[src/rtl/arb_pkg.sv]
// Shared types and helpers for the slave-FIFO arbiter: FSM state encoding,
// counter widths and the packet-length code decode.
package arb_pkg;

  localparam int PRIO_W = 2;
  localparam int CNT_W  = 6;

  typedef enum logic [1:0] {
    IDLE  = 2'd0,
    BURST = 2'd1,
    DRAIN = 2'd2
  } state_t;

  function automatic logic [CNT_W-1:0] pkglen_decode(input logic [1:0] code);
    case (code)
      2'd0:    return 6'd4;
      2'd1:    return 6'd8;
      2'd2:    return 6'd16;
      2'd3:    return 6'd32;
      default: return 6'd4;
    endcase
  endfunction

endpackage

[src/rtl/arb_pick.sv]
// Combinational winner select among requesting channels: highest priority wins.
// Ties rotate from the last grant when ARB_RR_EN is defined, else lowest index wins.
module arb_pick
  import arb_pkg::*;
#(
  parameter int NUM_CH = 3
) (
  input  logic [NUM_CH-1:0]        req,
  input  logic [PRIO_W*NUM_CH-1:0] prio,
`ifdef ARB_RR_EN
  input  logic [1:0]               last,
`endif
  output logic [1:0]               winner,
  output logic                     any_req
);

  int                start;
  int                rank;
  int                best_rank;
  logic [PRIO_W-1:0] best_p;
  logic              found;

  // Scan all channels; rank is the distance from the tie-break start point
  always_comb begin
    winner    = 2'd0;
    best_p    = '0;
    best_rank = NUM_CH;
    found     = 1'b0;
    rank      = 0;
`ifdef ARB_RR_EN
    start = (int'(last) + 1) % NUM_CH;
`else
    start = 0;
`endif
    for (int c = 0; c < NUM_CH; c++) begin
      rank = (c >= start) ? (c - start) : (c + NUM_CH - start);
      if (req[c] && (!found || (prio[c*PRIO_W +: PRIO_W] > best_p) ||
                     ((prio[c*PRIO_W +: PRIO_W] == best_p) && (rank < best_rank)))) begin
        found     = 1'b1;
        best_p    = prio[c*PRIO_W +: PRIO_W];
        best_rank = rank;
        winner    = 2'(c);
      end else begin
        found = found;
      end
    end
  end

  assign any_req = |req;

endmodule

[src/rtl/slave_arbiter.sv]
// Grants one slave FIFO per packet, acks it for up to one packet length and
// forwards returned words with id/sop/eop. Define ARB_RR_EN for round-robin ties.
module slave_arbiter
  import arb_pkg::*;
#(
  parameter int NUM_CH = 3,
  parameter int DW     = 8
) (
  input  logic                     clk_i,
  input  logic                     rstn_i,
  input  logic [NUM_CH-1:0]        slv_req_i,
  input  logic [NUM_CH-1:0]        slv_val_i,
  input  logic [NUM_CH*DW-1:0]     slv_data_i,
  input  logic [PRIO_W*NUM_CH-1:0] slv_prio_i,
  input  logic [1:0]               pkglen_i,
  input  logic                     f2a_ready_i,
  output logic [NUM_CH-1:0]        a2s_ack_o,
  output logic                     a2f_val_o,
  output logic [DW-1:0]            a2f_data_o,
  output logic [1:0]               a2f_id_o,
  output logic                     a2f_sop_o,
  output logic                     a2f_eop_o,
  output logic                     a2f_busy_o
);

  state_t           state;
  logic [1:0]       grant;
  logic [CNT_W-1:0] len;
  logic [CNT_W-1:0] issued;
  logic [CNT_W-1:0] rcv;
  logic [1:0]       winner;
  logic             any_req;
  logic             ack_now;
  logic             req_g;
  logic             val_g;
  logic             fwd;
  logic [DW-1:0]    data_g;
`ifdef ARB_RR_EN
  logic [1:0]       last_ptr;
`endif

  arb_pick #(
    .NUM_CH (NUM_CH)
  ) u_pick (
    .req     (slv_req_i),
    .prio    (slv_prio_i),
`ifdef ARB_RR_EN
    .last    (last_ptr),
`endif
    .winner  (winner),
    .any_req (any_req)
  );

  // Ack is combinational so it drops the instant reset or req goes away
  always_comb begin
    a2s_ack_o = '0;
    if ((state == BURST) && (issued < len)) begin
      a2s_ack_o[grant] = slv_req_i[grant];
    end else begin
      a2s_ack_o = '0;
    end
  end

  assign ack_now = |a2s_ack_o;
  assign req_g   = slv_req_i[grant];
  assign val_g   = slv_val_i[grant];
  assign data_g  = slv_data_i[grant*DW +: DW];
  assign fwd     = val_g && (state != IDLE);

  // FSM, counters and registered formatter outputs
  always_ff @(posedge clk_i or negedge rstn_i) begin
    if (!rstn_i) begin
      state      <= IDLE;
      grant      <= 2'd0;
      len        <= 6'd0;
      issued     <= 6'd0;
      rcv        <= 6'd0;
      a2f_val_o  <= 1'b0;
      a2f_data_o <= '0;
      a2f_id_o   <= 2'd0;
      a2f_sop_o  <= 1'b0;
      a2f_eop_o  <= 1'b0;
      a2f_busy_o <= 1'b0;
`ifdef ARB_RR_EN
      last_ptr   <= 2'(NUM_CH - 1);
`endif
    end else begin
      a2f_val_o  <= fwd;
      a2f_data_o <= data_g;
      a2f_id_o   <= grant;
      a2f_sop_o  <= fwd && (rcv == 6'd0);
      // A word with no ack alongside it is the reply to the final ack
      a2f_eop_o  <= fwd && !ack_now;
      if (fwd && (rcv < 6'd32)) begin
        rcv <= rcv + 6'd1;
      end else begin
        rcv <= rcv;
      end
      case (state)
        IDLE: begin
          if (any_req && f2a_ready_i) begin
            grant      <= winner;
            len        <= pkglen_decode(pkglen_i);
            issued     <= 6'd0;
            rcv        <= 6'd0;
            state      <= BURST;
            a2f_busy_o <= 1'b1;
`ifdef ARB_RR_EN
            last_ptr   <= winner;
`endif
          end else begin
            a2f_busy_o <= 1'b0;
          end
        end
        BURST: begin
          a2f_busy_o <= 1'b1;
          if (ack_now) begin
            issued <= issued + 6'd1;
          end else begin
            issued <= issued;
          end
          if ((ack_now && ((issued + 6'd1) == len)) || !req_g) begin
            state <= DRAIN;
          end else begin
            state <= BURST;
          end
        end
        DRAIN: begin
          state      <= IDLE;
          a2f_busy_o <= 1'b0;
        end
        default: begin
          state      <= IDLE;
          a2f_busy_o <= 1'b0;
        end
      endcase
    end
  end

endmodule

[config.mk]
export PLATFORM = sky130hd
export DESIGN_NAME = slave_arbiter
export DESIGN_NICKNAME = d
export VERILOG_FILES = /design/src/rtl/arb_pkg.sv /design/src/rtl/arb_pick.sv /design/src/rtl/slave_arbiter.sv
export SDC_FILE = /design/constraint.sdc
export NUM_CORES = 1
export LEC_CHECK = 0
export ABC_AREA = 1
export CAP_MARGIN = 20
export CORE_ASPECT_RATIO = 1.25
export CORE_UTILIZATION = 40
export CTS_CLUSTER_SIZE = 20
export DETAILED_ROUTE_END_ITERATION = 6
export MAX_ROUTING_LAYER = met4
export PLACE_DENSITY = 0.69
export SLEW_MARGIN = 25
export SYNTH_ARGS = -nofsm -noshare
export SYNTH_HDL_FRONTEND = slang
export SYNTH_SLANG_ARGS = --single-unit
export TNS_END_PERCENT = 1
[constraint.sdc]
create_clock -name clk_i -period 1.98 [get_ports clk_i]
set_input_delay 0.396 -clock clk_i [delete_from_list [all_inputs] [get_ports clk_i]]
set_output_delay 0.396 -clock clk_i [all_outputs]
set_load 0.01 [all_outputs]
# After elaboration in Yosys (flattened, before gate mapping)
# Cells that the tools add are included.
[op_classes]
addsub = 2
n_lt_le_gt_ge = 8
eq_ne = 9
shifts = 1
muxes = 27
bitwise = 1
n_reduce_logical = 30
[ops]
columns = ["cell", "count"]
rows = [
  ["2-bit by 32-bit less-than comparator with 1-bit output, first input constant", 1],
  ["3-bit by 32-bit less-than comparator with 1-bit output, first input constant", 1],
  ["32-bit 2-to-1 mux", 1],
  ["6-bit 2-to-1 mux", 5],
  ["6-bit one-hot mux with 4 select lines", 1],
  ["24-bit by 6-bit indexed part select with 8-bit output", 1],
  ["6-bit by 1-bit adder with 6-bit output, second input constant", 2],
  ["1-bit logical AND", 12],
  ["2-bit 2-to-1 mux", 6],
  ["6-bit one-hot mux with 2 select lines", 1],
  ["1-bit 2-to-1 mux", 7],
  ["6-bit == test", 1],
  ["6-bit logical NOT", 1],
  ["6-bit less-than comparator", 1],
  ["6-bit less-than comparator, second input constant", 1],
  ["3-bit OR reduction", 2],
  ["1-bit logical OR", 5],
  ["1-bit binary-select mux with 2-bit select", 2],
  ["2-bit by 1-bit == test with 1-bit output, second input constant", 2],
  ["2-bit == test", 2],
  ["2-bit == test, second input constant", 2],
  ["2-bit greater-than comparator", 2],
  ["1-bit logical NOT", 4],
  ["2-bit logical NOT", 2],
  ["11 further kinds", 13],
]
[totals]
regBits = 36
in_bits = 41

# Logic depth before layout (Yosys ltp)
[depth]
ltp_word = 11
depth_mapped = 17
mapped_depth_nobuf = 17

# By module
# From an unflattened synthesis, not the netlist that was laid out.
[hier_totals]
cells_unflattened = 272
hier_area_um2 = 2020.7
[modules_own_cells]
columns = ["mod", "n_inst", "cells_per_inst", "area_per_inst_um2", "seq_area_each_um2"]
rows = [
  ["slave_arbiter", 1, 235, 1833.0, 850.8],
  ["arb_pick", 1, 37, 187.7, 0.0],
]

# Least setup slack after synthesis
# OpenSTA, ideal clock, no wires.
[synth_path]
kind = "input -> register"
startpoint = "in slv_prio_i[1]"
endpoint = "reg grant[0]"
setup_time_ps = 76
t_arrival_ps = 1981
slack_ps = -78
cell_stages = 17
cell_sequence = "nand2_1 > ha_1 > inv_1 > nor2_1 > o21ai_0 > nand2_1 > nand2_1 > nand2_1 > o21ai_0 > ha_1 > inv_1 > nor2_1 > o21ai_0 > a21oi_1 > nor2_1 > nand3_1 > o21ai_1"
[synth_between]
elab_chain_cells = 11
elab_cells_between_ends = 20
[synth_rtl]
columns = ["item", "line", "text"]
rows = [
  ["start: declaration", "slave_arbiter.sv:14", "input logic [PRIO_W*NUM_CH-1:0] slv_prio_i,"],
  ["2-bit 2-to-1 mux (*)", "arb_pick.sv:37", "if (req[c] && (!found || (prio[c*PRIO_W +: PRIO_W] > best_p) ||"],
  ["2-bit greater-than comparator / 2-bit == test (equally long branches)", "arb_pick.sv:37, arb_pick.sv:38", ""],
  ["1-bit logical OR / 1-bit logical AND (equally long branches)", "arb_pick.sv:37, arb_pick.sv:38", ""],
  ["1-bit logical OR", "arb_pick.sv:37", ""],
  ["1-bit logical AND", "arb_pick.sv:37", ""],
  ["32-bit 2-to-1 mux, or another cell as far along", "arb_pick.sv:37", ""],
  ["3-bit by 32-bit less-than comparator with 1-bit output, or another cell as far along", "arb_pick.sv:38", "((prio[c*PRIO_W +: PRIO_W] == best_p) && (rank < best_rank)))) begin"],
  ["1-bit logical AND / 1-bit logical OR (equally long branches)", "arb_pick.sv:38, arb_pick.sv:37", ""],
  ["1-bit logical OR", "arb_pick.sv:37", ""],
  ["1-bit logical AND", "arb_pick.sv:37", ""],
  ["2-bit 2-to-1 mux (*)", "arb_pick.sv:37", ""],
  ["end signal: assignment", "slave_arbiter.sv:102", "grant <= winner;"],
  ["end: declaration", "slave_arbiter.sv:27", "logic [1:0] grant;"],
]
# Mark *: on every way between the ends. The rest lies on a longest branch, timed or not.
# A chain may end at the register's enable or synchronous reset.

# Worst setup path in the final report
[layout_path]
startpoint = "in slv_req_i[0]"
endpoint = "reg grant[0]"
[layout_between]
elab_chain_cells = 11
elab_cells_between_ends = 27
[layout_rtl]
columns = ["item", "line", "text"]
rows = [
  ["start: declaration", "slave_arbiter.sv:11", "input logic [NUM_CH-1:0] slv_req_i,"],
  ["2-bit 2-to-1 mux / 1-bit 2-to-1 mux (equally long branches)", "arb_pick.sv:37", ""],
  ["2-bit by 32-bit less-than comparator with 1-bit output, or another cell as far along", "arb_pick.sv:38", ""],
  ["1-bit logical AND / 1-bit logical OR (equally long branches)", "arb_pick.sv:38, arb_pick.sv:37", ""],
  ["1-bit logical OR", "arb_pick.sv:37", ""],
  ["1-bit logical AND", "arb_pick.sv:37", ""],
  ["32-bit 2-to-1 mux, or another cell as far along", "arb_pick.sv:37", ""],
  ["3-bit by 32-bit less-than comparator with 1-bit output, or another cell as far along", "arb_pick.sv:38", ""],
  ["1-bit logical AND / 1-bit logical OR (equally long branches)", "arb_pick.sv:38, arb_pick.sv:37", ""],
  ["1-bit logical OR", "arb_pick.sv:37", ""],
  ["1-bit logical AND", "arb_pick.sv:37", ""],
  ["2-bit 2-to-1 mux", "arb_pick.sv:37", ""],
]
# Parallel ways exist; a longest one is shown, timed or not.

==> results.py <==
metrics = {
    "outcome": {
        "status": "finished clean",
    },
    "routing": {
        "drc": 0,
        "wl_per_cell_um": 11.63,
        "dr.first_iter.drc_count": 75,
        "viasPerCell": 4.708,
        "firstDrtPassIters": 4,
        "ant_nets": 0,
        "wirelength_mm": 4.665,
        "vias": 1888,
    },
    "grt": {
        "grt_max_degree": 35,
        "grt_usage": 0.2050,
        "grt-ovfl-total": 0,
        "grt_pass1_vias": 1892,
        "grt_pass1_wl_mm": 7.866,
        "antenna_found_initial": 0,
    },
    "timing": {
        "relSlewSlack": 0.7061,
        "period_needed_ps": 1935,
        "slew_violations": 0,
        "tightestPinTransition_ps": 440.8,
        "rsz0062_at_grt": "true",
        "finalHoldViolCount": 0,
        "setup_viol": 0,
        "layout_worst_path_cycle_share": 0.9774,
        "clock-skew-final_ps": 11.28,
        "fmax_ghz": 0.5167,
    },
    "clock_tree": {
        "h-tree-depth": 2,
        "clk_pin_slew_ps": 70,
        "cts_sinks": 34,
        "clkLatencyLatePin_ps": 290,
        "cts_tree": "yes",
        "cts_root_buffer": "clkbuf_8",
        "cts_buffers": 5,
        "clk_path_buf_depth": 2,
        "cts_hold_buf": 0,
    },
    "worst_setup_path": {
        "end_kind": "flop",
        "start_kind": "input port",
        "critPathArrivalTime_ps": 2150,
        "critPathLaunch": "slv_req_i[0]",
        "slowest_stage": "ha_1",
        "worst-setup-path-type": "in2reg",
        "path_cells": "buf_8 -> nand2_1 -> inv_2 -> ha_4 -> nand2_2 -> o21ai_1 -> nand2_1 -> nand2_2 -> nand2_1 -> o21ai_1 -> ha_1 -> inv_1 -> nor2_1 -> o21ai_1 -> a21oi_1 -> nor2_1 -> nand3_1 -> o21ai_1",
        "cp_data_required_time_ps": 2200,
        "cpMostUsedCell": "o21ai_1",
        "critPathMaxFanout": 4,
        "rr_startpoint": "issued[5]",
        "cpPeakStageDelay_ps": 260,
    },
    "logic_synthesis": {
        "ys_ff_latch": 34,
        "yosysTopAreaCell": "dfrtp_1",
        "synth_top_cells_by_count": "67 x nand2_1, 35 x inv_1, 34 x dfrtp_1",
        "avgSynthCellArea_um2": 7.741,
        "synthArstFlopShare": 1.000,
        "netlist_top_cells_area": "dfrtp_1 44%, nand2_1 13%, ha_1 7.1%",
        "synth_cells": 252,
        "synthFlopType": "dfrtp_1",
        "synth-edff-count": 0,
        "syn-num-nets": 304,
        "ys_seq_area_frac": 0.4362,
        "synth.most_common_cell": "nand2_1",
        "ys_types": 27,
        "synthesis.area_um2": 1951,
        "yosys_warnings": 0,
        "yosysTopAreaCellShare": 0.4362,
    },
    "floorplan": {
        "die_area_um2": 5162,
        "num_rows": 28,
        "fp.dieW_um": 64.46,
        "fp.dieH_um": 80.08,
        "start_util": 0.4155,
        "core-area_um2": 4695,
        "io-pin-count": 58,
    },
    "layout": {
        "n_fill_cell": 412,
        "syn_to_final_growth_pct": 52.15,
        "layout.nets": 393,
        "fin_cells": 401,
        "multiInputGateArea_um2": 1026,
        "drive_gt1_frac": 0.2199,
        "num_antenna_cells": 0,
        "stdcell_area_um2": 2968,
        "seq_area_um2": 850.8,
    },
    "pwr": {
        "power_mw": 3.507,
        "power_density_nw_per_um2": 1182,
        "vdd_drop_max_mv": 0.5077,
        "p_leak_nw": 1.433,
    },
    "place": {
        "hpwl_mm": 3.596,
        "gp_congestion": 0.8560,
        "dp_cells": 391,
        "io_buffers": 57,
        "place_area_um2": 2795,
    },
    "run": {
        "maxCapViolations": 0,
    },
    "worst_hold_path": {
        "min_from": "state[0]",
        "holdCritPathClass": "reg2reg",
    },
}
report_power, final:
part | switching [mW] | internal [mW] | total, mW
clock network | 0.244 | 0.403 | 0.647
logic | 0.968 | 0.827 | 1.80
registers | 0.120 | 0.944 | 1.06
total | 1.33 | 2.17 | 3.51
critical path: cells and delay by family:
family          cells  cell delay, ps
simple gates        8             610
fa+ha+maj           2             510
compound gates      5             410
buf+inv             3             220
placed cells by master, fill, tap and decap left out, drive strengths merged:
cell            n
a211oi          1
a21boi          2
a21oi           7
and2            1
buf            31
bufinv          1
clkbuf          8
clkdlybuf4s15   1
clkdlybuf4s50  49
dfrtp          34
ha             11
inv            40
nand2          69
nand3          29
nand3b          1
nand4           3
nor2           29
nor3            2
o211ai          1
o21ai          21
per-stage QoR:
stage               setup TNS (ps)  worst slack (ps)  utilization  hold slack (ps)
finish                           0             44.79       0.6322            482.8
global route                -284.9            -170.7       0.6322            501.2
CTS                         -9.992            -9.992       0.6250            485.1
detailed placement           -4222            -808.0       0.5954            475.9
global placement             -4336            -761.7       0.5954            467.3
floorplan                   -40.29            -40.29            -            100.4
cells by family after synthesis:
| kind of cell | count (synthesis) | synth area share |
|---|---|---|
| fa+ha+maj | 11 | 0.07056 |
| simple gates | 134 | 0.3227 |
| compound gates | 32 | 0.08980 |
| flops | 34 | 0.4362 |
| buf+inv | 41 | 0.08082 |
what timing repair did:
action,4_1_cts,5_1_grt
endpoints found under the setup margin,5,5
buffers inserted,3,0
pin swaps,16,17
gates cloned,0,0
gates resized for setup,32,18
flip-flops by register name, summed over array words and instances (netlist names):
signal and cells:
a2f_data_o 8, issued 6, rcv 6, len 4, a2f_id_o 2, grant 2
state 2, a2f_busy_o 1, a2f_eop_o 1, a2f_sop_o 1, a2f_val_o 1
layout make-up:
cell class / count / share of cell area
Timing Repair Buffer: 83 / 0.2530
Tap cell: 60 / 0.02530
Inverter: 40 / 0.05143
Multi-Input combinational cell: 177 / 0.3457
Clock inverter: 1 / 0.01012
Clock buffer: 6 / 0.02782
Sequential cell: 34 / 0.2867
worst paths after layout:
check	endpoint	slack (ps)	cells past startpoint
max in group asynchronous	issued[4]	1140	2
min reg2reg	state[0]	480	1
min	state[0]	480	1
min in group asynchronous	a2f_data_o[1]	530	2
max reg2reg	issued[4]	150	12
max	grant[0]	40	18
routing by layer:
metal,wire length [µm],share of wire,global-route usage,up-vias
met3,152,0.033,0.03977,14
met2,2424,0.52,0.3589,37
li1,-,-,-,979
met5,0,0,-,-
met4,155,0.033,0.1044,0
met1,1933,0.41,0.2186,858
Power figures use the tool's default switching activity.
